--- src/rtl/key_debounce.sv ---
// ---------------------------------------------------------------------------
// key_debounce
// Debounces NUM_KEYS raw push-button pins. Each pin is normalized so that
// 1 = pressed, synchronized through two flops, then accepted as a new level
// only after DEBOUNCE_CYCLES consecutive cycles that disagree with the
// current stable level. Accepted edges produce one-cycle press/release pulses.
//
// Ports
//   clk          in   system clock, rising edge
//   reset_n      in   asynchronous active-low reset
//   key_n        in   [NUM_KEYS] raw button pins (polarity per ACTIVE_LOW)
//   key_state    out  [NUM_KEYS] registered debounced level, 1 = pressed
//   key_press    out  [NUM_KEYS] registered one-cycle pulse on accepted press
//   key_release  out  [NUM_KEYS] registered one-cycle pulse on accepted release
// ---------------------------------------------------------------------------
module key_debounce #(
    parameter int unsigned NUM_KEYS        = 2,
    parameter int unsigned DEBOUNCE_CYCLES = 50000,
    parameter int unsigned ACTIVE_LOW      = 1
) (
    input  logic                clk,
    input  logic                reset_n,
    input  logic [NUM_KEYS-1:0] key_n,
    output logic [NUM_KEYS-1:0] key_state,
    output logic [NUM_KEYS-1:0] key_press,
    output logic [NUM_KEYS-1:0] key_release
);

    localparam int unsigned      CNT_W    = $clog2(DEBOUNCE_CYCLES) + 1;
    localparam logic [CNT_W-1:0] CNT_LAST = CNT_W'(DEBOUNCE_CYCLES - 1);

    logic [NUM_KEYS-1:0] w_pressed;
    logic [NUM_KEYS-1:0] r_sync1;
    logic [NUM_KEYS-1:0] r_sync2;
    logic [NUM_KEYS-1:0] r_stable;
    logic [NUM_KEYS-1:0] r_press;
    logic [NUM_KEYS-1:0] r_release;
    logic [CNT_W-1:0]    r_cnt     [NUM_KEYS];

    logic [NUM_KEYS-1:0] w_stable_nxt;
    logic [NUM_KEYS-1:0] w_press_nxt;
    logic [NUM_KEYS-1:0] w_release_nxt;
    logic [CNT_W-1:0]    w_cnt_nxt [NUM_KEYS];

    // Normalize pin polarity so downstream logic always sees 1 = pressed
    assign w_pressed = (ACTIVE_LOW != 0) ? ~key_n : key_n;

    // Two-flop synchronizer per key
    always_ff @(posedge clk or negedge reset_n) begin
        if (!reset_n) begin
            r_sync1 <= '0;
            r_sync2 <= '0;
        end else begin
            r_sync1 <= w_pressed;
            r_sync2 <= r_sync1;
        end
    end

    // Per-key acceptance: count consecutive disagreeing samples; any agreeing
    // sample restarts the count, so the counter tops out at CNT_LAST
    always_comb begin
        w_stable_nxt  = r_stable;
        w_press_nxt   = '0;
        w_release_nxt = '0;
        for (int k = 0; k < int'(NUM_KEYS); k++) begin
            w_cnt_nxt[k] = '0;
            if (r_sync2[k] != r_stable[k]) begin
                if (r_cnt[k] == CNT_LAST) begin
                    w_stable_nxt[k]  = r_sync2[k];
                    w_press_nxt[k]   = r_sync2[k];
                    w_release_nxt[k] = ~r_sync2[k];
                end else begin
                    w_cnt_nxt[k] = r_cnt[k] + CNT_W'(1);
                end
            end
        end
    end

    // Counter, stable level and pulse registers
    always_ff @(posedge clk or negedge reset_n) begin
        if (!reset_n) begin
            r_stable  <= '0;
            r_press   <= '0;
            r_release <= '0;
            for (int k = 0; k < int'(NUM_KEYS); k++) begin
                r_cnt[k] <= '0;
            end
        end else begin
            r_stable  <= w_stable_nxt;
            r_press   <= w_press_nxt;
            r_release <= w_release_nxt;
            for (int k = 0; k < int'(NUM_KEYS); k++) begin
                r_cnt[k] <= w_cnt_nxt[k];
            end
        end
    end

    assign key_state   = r_stable;
    assign key_press   = r_press;
    assign key_release = r_release;

endmodule

--- config.mk ---
export PLATFORM = sky130hd
export DESIGN_NAME = key_debounce
export DESIGN_NICKNAME = d
export VERILOG_FILES = /design/src/rtl/key_debounce.sv
export SDC_FILE = /design/constraint.sdc
export NUM_CORES = 1
export LEC_CHECK = 0
export CORE_MARGIN = 10
export CORE_UTILIZATION = 50
export CTS_CLUSTER_SIZE = 8
export DETAILED_ROUTE_END_ITERATION = 8
export PLACE_DENSITY_LB_ADDON = 0.1
export SLEW_MARGIN = 30
export SYNTH_ARGS = -nofsm -noshare
export SYNTH_HDL_FRONTEND = slang
export SYNTH_SLANG_ARGS = --single-unit
--- constraint.sdc ---
create_clock -name clk -period 1.8 [get_ports clk]
set_input_delay 0.18 -clock clk [delete_from_list [all_inputs] [get_ports clk]]
set_output_delay 0.18 -clock clk [all_outputs]
set_load 0.02 [all_outputs]
==> results of run 1 <==
-- metal layers --
metal  vias up  global-route usage (%)
met4         0                   5.023
met5         -                       0
met3         9                   4.395
li1        732                       -
met1       740                   14.56
met2        25                   18.47
-- critical path: cells and delay by family (launching register included) --
family           cells  cell delay [ns]
flip-flops           1             0.46
multiplexers         1             0.35
AND/OR/NAND/NOR      2             0.83
-- layout by cell type, fill, tap and decap left out, drive strengths merged --
master	Yosys	layout
nand4b	1	1
mux2	2	2
ha	2	2
dfrtp	44	44
nand4	9	9
dlygate4sd3	0	1
nand2	10	10
xnor2	23	23
clkdlybuf4s50	0	8
o31ai	3	3
buf	2	16
and3	4	4
o21ai	2	2
xor2	6	6
a21oi	3	3
nor4b	1	1
or3	2	2
nor3	11	11
nor2	32	32
nand3	12	12
or4	5	5
inv	6	6
clkinv	0	2
or2	3	3
clkbuf	0	6
nor4	6	6
nor3b	5	5
-- power breakdown --
group | internal (mW) | leakage (nW) | switching, mW
clock network | 0.306 | 0.0510 | 0.332
registers | 1.00 | 0.596 | 0.0137
logic | 0.0299 | 0.319 | 0.0453
-- metrics by stage --
step	TNS [ns]	utilization, %
floorplan	0	-
global placement	0	57.12
detailed placement	0	57.12
CTS	0	59.70
global route	-0.03189	60.62
finish	0	60.62
-- path summary, 6_finish.rpt --
check / startpoint / endpoint / slack [ns]
min: reset_n / r_cnt[25] / 0.34
min in group clk: key_n[0] / r_sync1[0] / 0.36
max: r_cnt[5] / key_state[1] / 0.04
max in group asynchronous: reset_n / r_cnt[21] / 0.90
min reg2reg: r_sync1[0] / r_sync2[0] / 0.36
max reg2reg: r_cnt[5] / key_state[1] / 0.04
-- cell families (layout without fill, tap and decap cells) --
group                    Yosys count  after routing  share of synthesized area, %
AND/OR/NAND/NOR                  101            101                         26.52
flip-flops                        44             44                         54.15
XOR/XNOR                          29             29                         12.49
AO/OA/AOI/OAI                      8              8                         2.892
buffers and inverters              8             39                         1.600
adder cells (fa/ha/maj)            2              2                         1.231
multiplexers                       2              2                         1.108
-- flip-flops by register name, indices dropped and copies added, names as in the netlist --
register and count:
r_cnt 34, key_press 2, key_release 2, key_state 2, r_sync1 2, r_sync2 2
-- synthesized netlist by cell type, drive strengths merged (2+ instances only) --
cell and n:
dfrtp 44, nor2 32, xnor2 23, nand3 12, nor3 11, nand2 10, nand4 9, inv 6
nor4 6, xor2 6, nor3b 5, or4 5, and3 4, a21oi 3, o31ai 3, or2 3
buf 2, ha 2, mux2 2, o21ai 2, or3 2
-- layout make-up --
cell class	count	area (um2)	area share, %
inverters	6	22.52	0.9356
well taps	50	62.56	2.599
clock buffers	6	82.58	3.430
flip-flops and latches	44	1105	45.89
repair buffers	25	207.7	8.628
clock inverters	2	10.01	0.4158
multi-input cells	142	917.1	38.10
-- repair_timing --
item	in CTS	in global routing
setup buffers	0	2
hold endpoints to repair	17	0
gates resized for setup	0	8
hold buffers	1	0
setup endpoints to repair	0	4
==> results_dict.tcl, run 1 <==
set metrics [dict create \
    status "completed" \
    coreArea_um2 3971 \
    design_area_um2 2407 \
    hold_viol 0 \
    cellPowerDensity_nw_per_um2 718.7 \
    synth_area_per_cell_um2 10.48 \
    fill_cells 328 \
    drt_wl_total_um 4000 \
    synth_flop_cell "dfrtp_1" \
    worstSetupPathType "reg2reg" \
    worstPathMaxFanout 6 \
    grt_pass1_vias 1584 \
    ys_warn_count 0 \
    synth_area_leaders "dfrtp_1, xnor2_1, nor2_1, nand4_1, nor3_1" \
    max_freq_ghz 0.5695 \
    first_pass_iters 4 \
    cts_tree "done" \
    dp_cells 264 \
    cp-end-kind "register" \
    die-area_um2 7017 \
    syn-num-nets 200 \
    dp_hpwl_um 2863 \
    final_max_slew_viol_count 0 \
    path_clk_slew_ns 0.08 \
    max_cap_violations 0 \
    clk_latency_ns 0.30 \
    grt_setup_unrepaired "yes" \
    cts_root_buf "clkbuf_8" \
    hold_path_class "in2async" \
    top_layer "met4" \
    place_area_um2 2268 \
    tightest_slew_ns 0.4310 \
    cts_made_buffers 5 \
    clock-sinks 44 \
    ios 10 \
    htreeDepth 2 \
    async_flop_share_pct 100.0 \
    initial_core_util_pct 51.20 \
    wl_met2_um 1794 \
    grt_pass1_wl_um 7107 \
    synth_top_area_share_pct 54.15 \
    fin_cells 275 \
    met1_length_um 1962 \
    crit_chain "or4_4 > nand4b_1 > mux2_4" \
    fin_skew_ns 0.006741 \
    track_usage_pct 11.95 \
    drc 0 \
    via_per_inst 5.476 \
    pre_cts_ws_ns 0.06519 \
    port-buffer-count 9 \
    yosysUniqueCellTypes 27 \
    ys_ff_latch 44 \
    netlist_area_um2 2033 \
    synth_top_area_cell "dfrtp_1" \
    ys_seq_area_share_pct 54.15 \
    cpPeakStageDelay_ns 0.53 \
    synth_edf_count 0 \
    worst_ep_required_time_ns 1.98 \
    drtAntennaViolNets 0 \
    vdd_drop_max_mv 0.5653 \
    vias 1506 \
    relSlewSlack_pct 71.27 \
    r2r_cells 3 \
    fin_hold_ws_ns 0.3412 \
    worst_setup_path_start_kind "register" \
    drtIter0Drc 100 \
    die_h_um 83.77 \
    drive_gt1_share_pct 19.11 \
    wl_met3_um 172 \
    finalCriticalPeriod_ns 1.756 \
    finalCritPeriodShare_pct 97.55 \
    fin_nets 230 \
    p_leak_nw 0.9651 \
    antenna_found_initial 0 \
    crit_arrival_ns 1.94 \
    place_congestion 0.7765 \
    power_mw 1.730 \
    setup_ws_ns 0.04419 \
    grt-ovfl-total 0 \
    syn-instance-count 194 \
    die-width_um 83.77 \
    diodes 0 \
    grt_start_max_net_pins 20 \
    areaGrowthSynthToFinish_pct 18.40 \
    drt-wirelength-per-cell_um 14.55 \
    clockBufferDepth 2 \
    row_count 23 \
    final-setup-viol-count 0 \
    cpMaxStageDelayCell "or4_4" \
]
Power figures use the tool's default switching activity.
==> run 2: changes to the inputs <==
Clock period 1.8 ns to 1.84 ns, I/O delays scaled along.
==> run 2 against run 1 <==
Sequential share of layout area down 0.22 points; combinational power down 3%; flip-flop and latch count unchanged; die area unchanged; first-iteration DRC count up 2.0%; clock power up 26%; setup slack better by 0.020 ns; utilization up 0.16 points; critical endpoint unchanged.
==> results_dict.tcl, run 2 (synthesis gave the netlist of run 1 again) <==
set metrics [dict create \
    status "completed" \
    rr_startpoint "r_cnt[5]" \
    grt_pass1_vias 1557 \
    drt_wl_total_um 4167 \
    design_area_um2 2414 \
    fin_nets 226 \
    crit_arrival_ns 1.96 \
    first_pass_iters 4 \
    clockBufferDepth 2 \
    worstSetupPathType "reg2reg" \
    drtIter0Drc 102 \
    grt_start_max_net_pins 30 \
    grt_pass1_wl_um 7272 \
    cts_made_buffers 5 \
    ios 10 \
    place_area_um2 2258 \
    drtAntennaViolNets 0 \
    fin_cells 271 \
    drt-wirelength-per-cell_um 15.38 \
    cp-end-kind "register" \
    grt_setup_unrepaired "no" \
    worstPathMaxFanout 6 \
    startpoint "r_cnt[5]" \
    finalCritPeriodShare_pct 96.51 \
    cellPowerDensity_nw_per_um2 778.2 \
    final_cell_mix "dfrtp_1, nor2_1, xnor2_1" \
    worst_setup_path_start_kind "register" \
    tightest_slew_ns 0.3816 \
    reg2reg_to "key_state[1]" \
    largest_reg_flops 34 \
    htreeDepth 2 \
    worst_ep_required_time_ns 2.02 \
    vias 1536 \
    clk_latency_ns 0.30 \
    power_mw 1.878 \
    via_per_inst 5.668 \
    hold_viol 0 \
    drc 0 \
    vdd_drop_max_mv 0.4281 \
    hold_path_class "in2async" \
    die-area_um2 7017 \
    rrSetupSlack_ns 0.06 \
    max_cap_violations 0 \
    track_usage_pct 12.43 \
    cts_tree "done" \
    max_freq_ghz 0.5631 \
    fill_cells 344 \
    multiInputGateArea_um2 909.6 \
    coreArea_um2 3971 \
    final_common_cell "dfrtp_1" \
    cts_root_buf "clkbuf_8" \
    path_clk_slew_ns 0.09 \
    fin_skew_ns 0.01136 \
    areaGrowthSynthToFinish_pct 18.71 \
    diodes 0 \
    initial_core_util_pct 51.20 \
    final-setup-viol-count 0 \
    final_max_slew_viol_count 0 \
    finalCriticalPeriod_ns 1.776 \
    port-buffer-count 9 \
    die_h_um 83.77 \
    drive_gt1_share_pct 15.84 \
    grt-ovfl-total 0 \
    clock-sinks 44 \
    die-width_um 83.77 \
    setup_tns_ns 0 \
    dp_hpwl_um 3043 \
    relSlewSlack_pct 74.32 \
    antenna_found_initial 0 \
    p_leak_nw 0.9536 \
    final-seq-area_um2 1102 \
    dp_cells 261 \
    r2r_cells 3 \
    row_count 23 \
    place_congestion 0.9062 \
    regMostFlops "r_cnt" \
    final_core_util_pct 60.78 \
]
[run 2: through the flow]
step / setup slack (ns) / hold slack (ns)
floorplan: 0.2021 / -0.1116
global placement: 0.1469 / 0.1254
detailed placement: 0.08598 / 0.1293
CTS: 0.07355 / 0.3385
global route: 0.005286 / 0.3475
finish: 0.06423 / 0.3287
[run 2: power breakdown]
part           leakage [nW]  internal [mW]  switching [mW]  total, mW
Sequential            0.599          0.981          0.0172      0.999
Combinational         0.290         0.0307          0.0426     0.0733
Clock                0.0645          0.479           0.327      0.807
Total                 0.954           1.49           0.387       1.88
[run 2: what timing repair did]
action	in CTS	in global routing
hold endpoints to repair	15	0
hold buffers	1	0
buffers inserted	0	1
setup endpoints to repair	0	3
gates resized for setup	0	4
[run 2: critical path, stage by stage, from the launching register on]
cell and delay, ns:
dfrtp_1 0.46, or4_1 0.59, nand4b_1 0.29, mux2_2 0.32
[run 2: worst max-delay path by stage]
stage / to
after floorplan: r_cnt[16]
after global placement: key_state[1]
after detailed placement: r_cnt[16]
after CTS: r_cnt[16]
after global routing: key_state[1]
final: key_state[1]
[run 2: layout make-up]
cell class              instances  share of cell area (%)
flip-flops and latches         44                   45.67
inverters                       6                  0.9331
clock inverters                 1                   1.244
well taps                      50                   2.592
multi-input cells             142                   37.69
clock buffers                   7                   3.992
repair buffers                 21                   7.880
[run 2: routing by layer]
metal	vias up	part of all wire, %	track usage [%]
met2	33	49	19.51
met1	770	44	14.86
met5	-	0	0
met4	0	2.3	5.784
li1	722	-	-
met3	11	5.0	4.297
==> run 3: changes to the inputs <==
Settings changed: REMOVE_ABC_BUFFERS from default to 1.
Clock period 1.84 ns to 1.5 ns, I/O delays scaled along.
==> run 3 against run 2 <==
The run now ends with negative setup slack left; clock power increased by 13%; count of clock-buffer cells in the layout decreased by 2; clock skew decreased by 0.0040 ns; sequential power increased by 22%; final cell count increased by 21%; hold slack got worse by 0.0084 ns; register-to-register slack got worse by 0.23 ns; via count increased by 15%; total power increased by 21%.
==> results_dict.tcl, run 3 (synthesis gave the netlist of run 1 again) <==
set metrics [dict create \
    worst_setup_path_start_kind "register" \
    fin_nets 283 \
    drc 0 \
    relSlewSlack_pct 63.77 \
    grt_start_max_net_pins 45 \
    final_core_util_pct 77.22 \
    die-area_um2 7017 \
    port-buffer-count 9 \
    p_leak_nw 1.294 \
    hold_path_class "in2reg" \
    dp_hpwl_um 3152 \
    largest_reg_flops 34 \
    cpPeakStageDelay_ns 0.53 \
    violations "negative setup slack" \
    worst_path_dominant_cell_family "simple AND/OR/NAND/NOR gates" \
    regMostFlops "r_cnt" \
    crit_arrival_ns 1.86 \
    die_h_um 83.77 \
    vias 1759 \
    ios 10 \
    clk_latency_ns 0.30 \
    via_per_inst 5.363 \
    cts_root_buf "clkbuf_8" \
    setup_tns_ns -2.430 \
    design_area_um2 3067 \
    max_cap_violations 0 \
    cp-end-kind "register" \
    final-setup-viol-count 37 \
    worstPathMaxFanout 4 \
    power_mw 2.269 \
    hold_depth 2 \
    first_pass_iters 4 \
    hold_viol 0 \
    die-width_um 83.77 \
    final_common_cell "buf_4" \
    cpMaxStageDelayCell "or4_4" \
    final_max_slew_viol_count 0 \
    cts_made_buffers 5 \
    drt_wl_total_um 5259 \
    worst_ep_required_time_ns 1.69 \
    drt-wirelength-per-cell_um 16.03 \
    r2r_cells 3 \
    grt_setup_unrepaired "yes" \
    coreArea_um2 3971 \
    htreeDepth 2 \
    finalCritPeriodShare_pct 111.0 \
    row_count 23 \
    antenna_found_initial 0 \
    crit_chain "or4_4 > nand4b_1 > mux2_2" \
    path_clk_slew_ns 0.08 \
    areaGrowthSynthToFinish_pct 50.83 \
    track_usage_pct 14.19 \
    drtAntennaViolNets 0 \
    grt_pass1_wl_um 8376 \
    crit_buf_inv 0 \
    grt-ovfl-total 0 \
    setup_ws_ns -0.1648 \
    vdd_drop_max_mv 0.4984 \
    crit_cells 3 \
    status "finished with violations" \
    grt_pass1_vias 1763 \
    cellPowerDensity_nw_per_um2 740.0 \
    pre_cts_ws_ns -0.1827 \
    final_cell_mix "buf_4, dfrtp_1, nor2_1" \
    max_freq_ghz 0.6007 \
    place_area_um2 2559 \
    clockBufferDepth 2 \
    worstSetupPathType "reg2reg" \
    drive_gt1_share_pct 44.60 \
    fin_skew_ns 0.007350 \
    clock-sinks 44 \
    cts_tree "done" \
    diodes 0 \
    place_congestion 0.8376 \
    finalCriticalPeriod_ns 1.665 \
    initial_core_util_pct 51.20 \
    drtIter0Drc 129 \
    tightest_slew_ns 0.5434 \
]
run 3: cell count changes in the layout (fill, tap and decap cells not counted), sizes merged:
cell           before  now
buf                12   69
clkbuf              7    5
clkdlybuf4s50       8    6
dlygate4sd2         0    2
clkinv              0    1
clkinvlp            0    1
run 3: stage by stage:
step                instances  hold slack, ns
CTS                       318          0.3192
detailed placement        301          0.2562
global placement          301          0.2480
global route              328          0.3302
finish                    328          0.3203
floorplan                 192         -0.1456
run 3: path summary, 6_finish.rpt:
path | from | endpoint | slack, ns
max | r_cnt[5] | key_state[1] | -0.16
min reg2reg | r_sync1[1] | r_sync2[1] | 0.36
max in group asynchronous | reset_n | r_cnt[18] | 0.66
max reg2reg | r_cnt[5] | key_state[1] | -0.16
min | key_n[1] | r_sync1[1] | 0.32
min in group asynchronous | reset_n | r_cnt[33] | 0.44
run 3: cell type report:
cell class / instances / area [um2]
sequential: 44 / 1105
multi-input combinational: 142 / 1116
tap: 50 / 62.56
inverter: 6 / 22.52
fill: 237 / 904.6
clock inverter: 3 / 42.54
clock buffer: 5 / 68.82
timing repair buffer: 78 / 649.4
run 3: what timing repair did:
item / 4_1_cts / 5_1_grt
setup buffers: 8 / 12
endpoints found under the hold margin: 44 / 0
setup endpoints to repair: 33 / 40
gates resized for setup: 23 / 33
hold buffers: 1 / 0
pin swaps: 13 / 18
run 3: per-layer routing:
metal,track usage (%),vias up,wire [um]
li1,-,837,-
met4,3.957,0,89
met1,17.95,864,2365
met2,22.65,48,2535
met5,0,-,0
met3,4.395,10,267
run 3: power by group:
part / total (mW) / internal (mW) / switching, mW
clock: 0.911 / 0.493 / 0.418
sequential: 1.22 / 1.20 / 0.0206
combinational: 0.134 / 0.0666 / 0.0669
total: 2.27 / 1.76 / 0.506
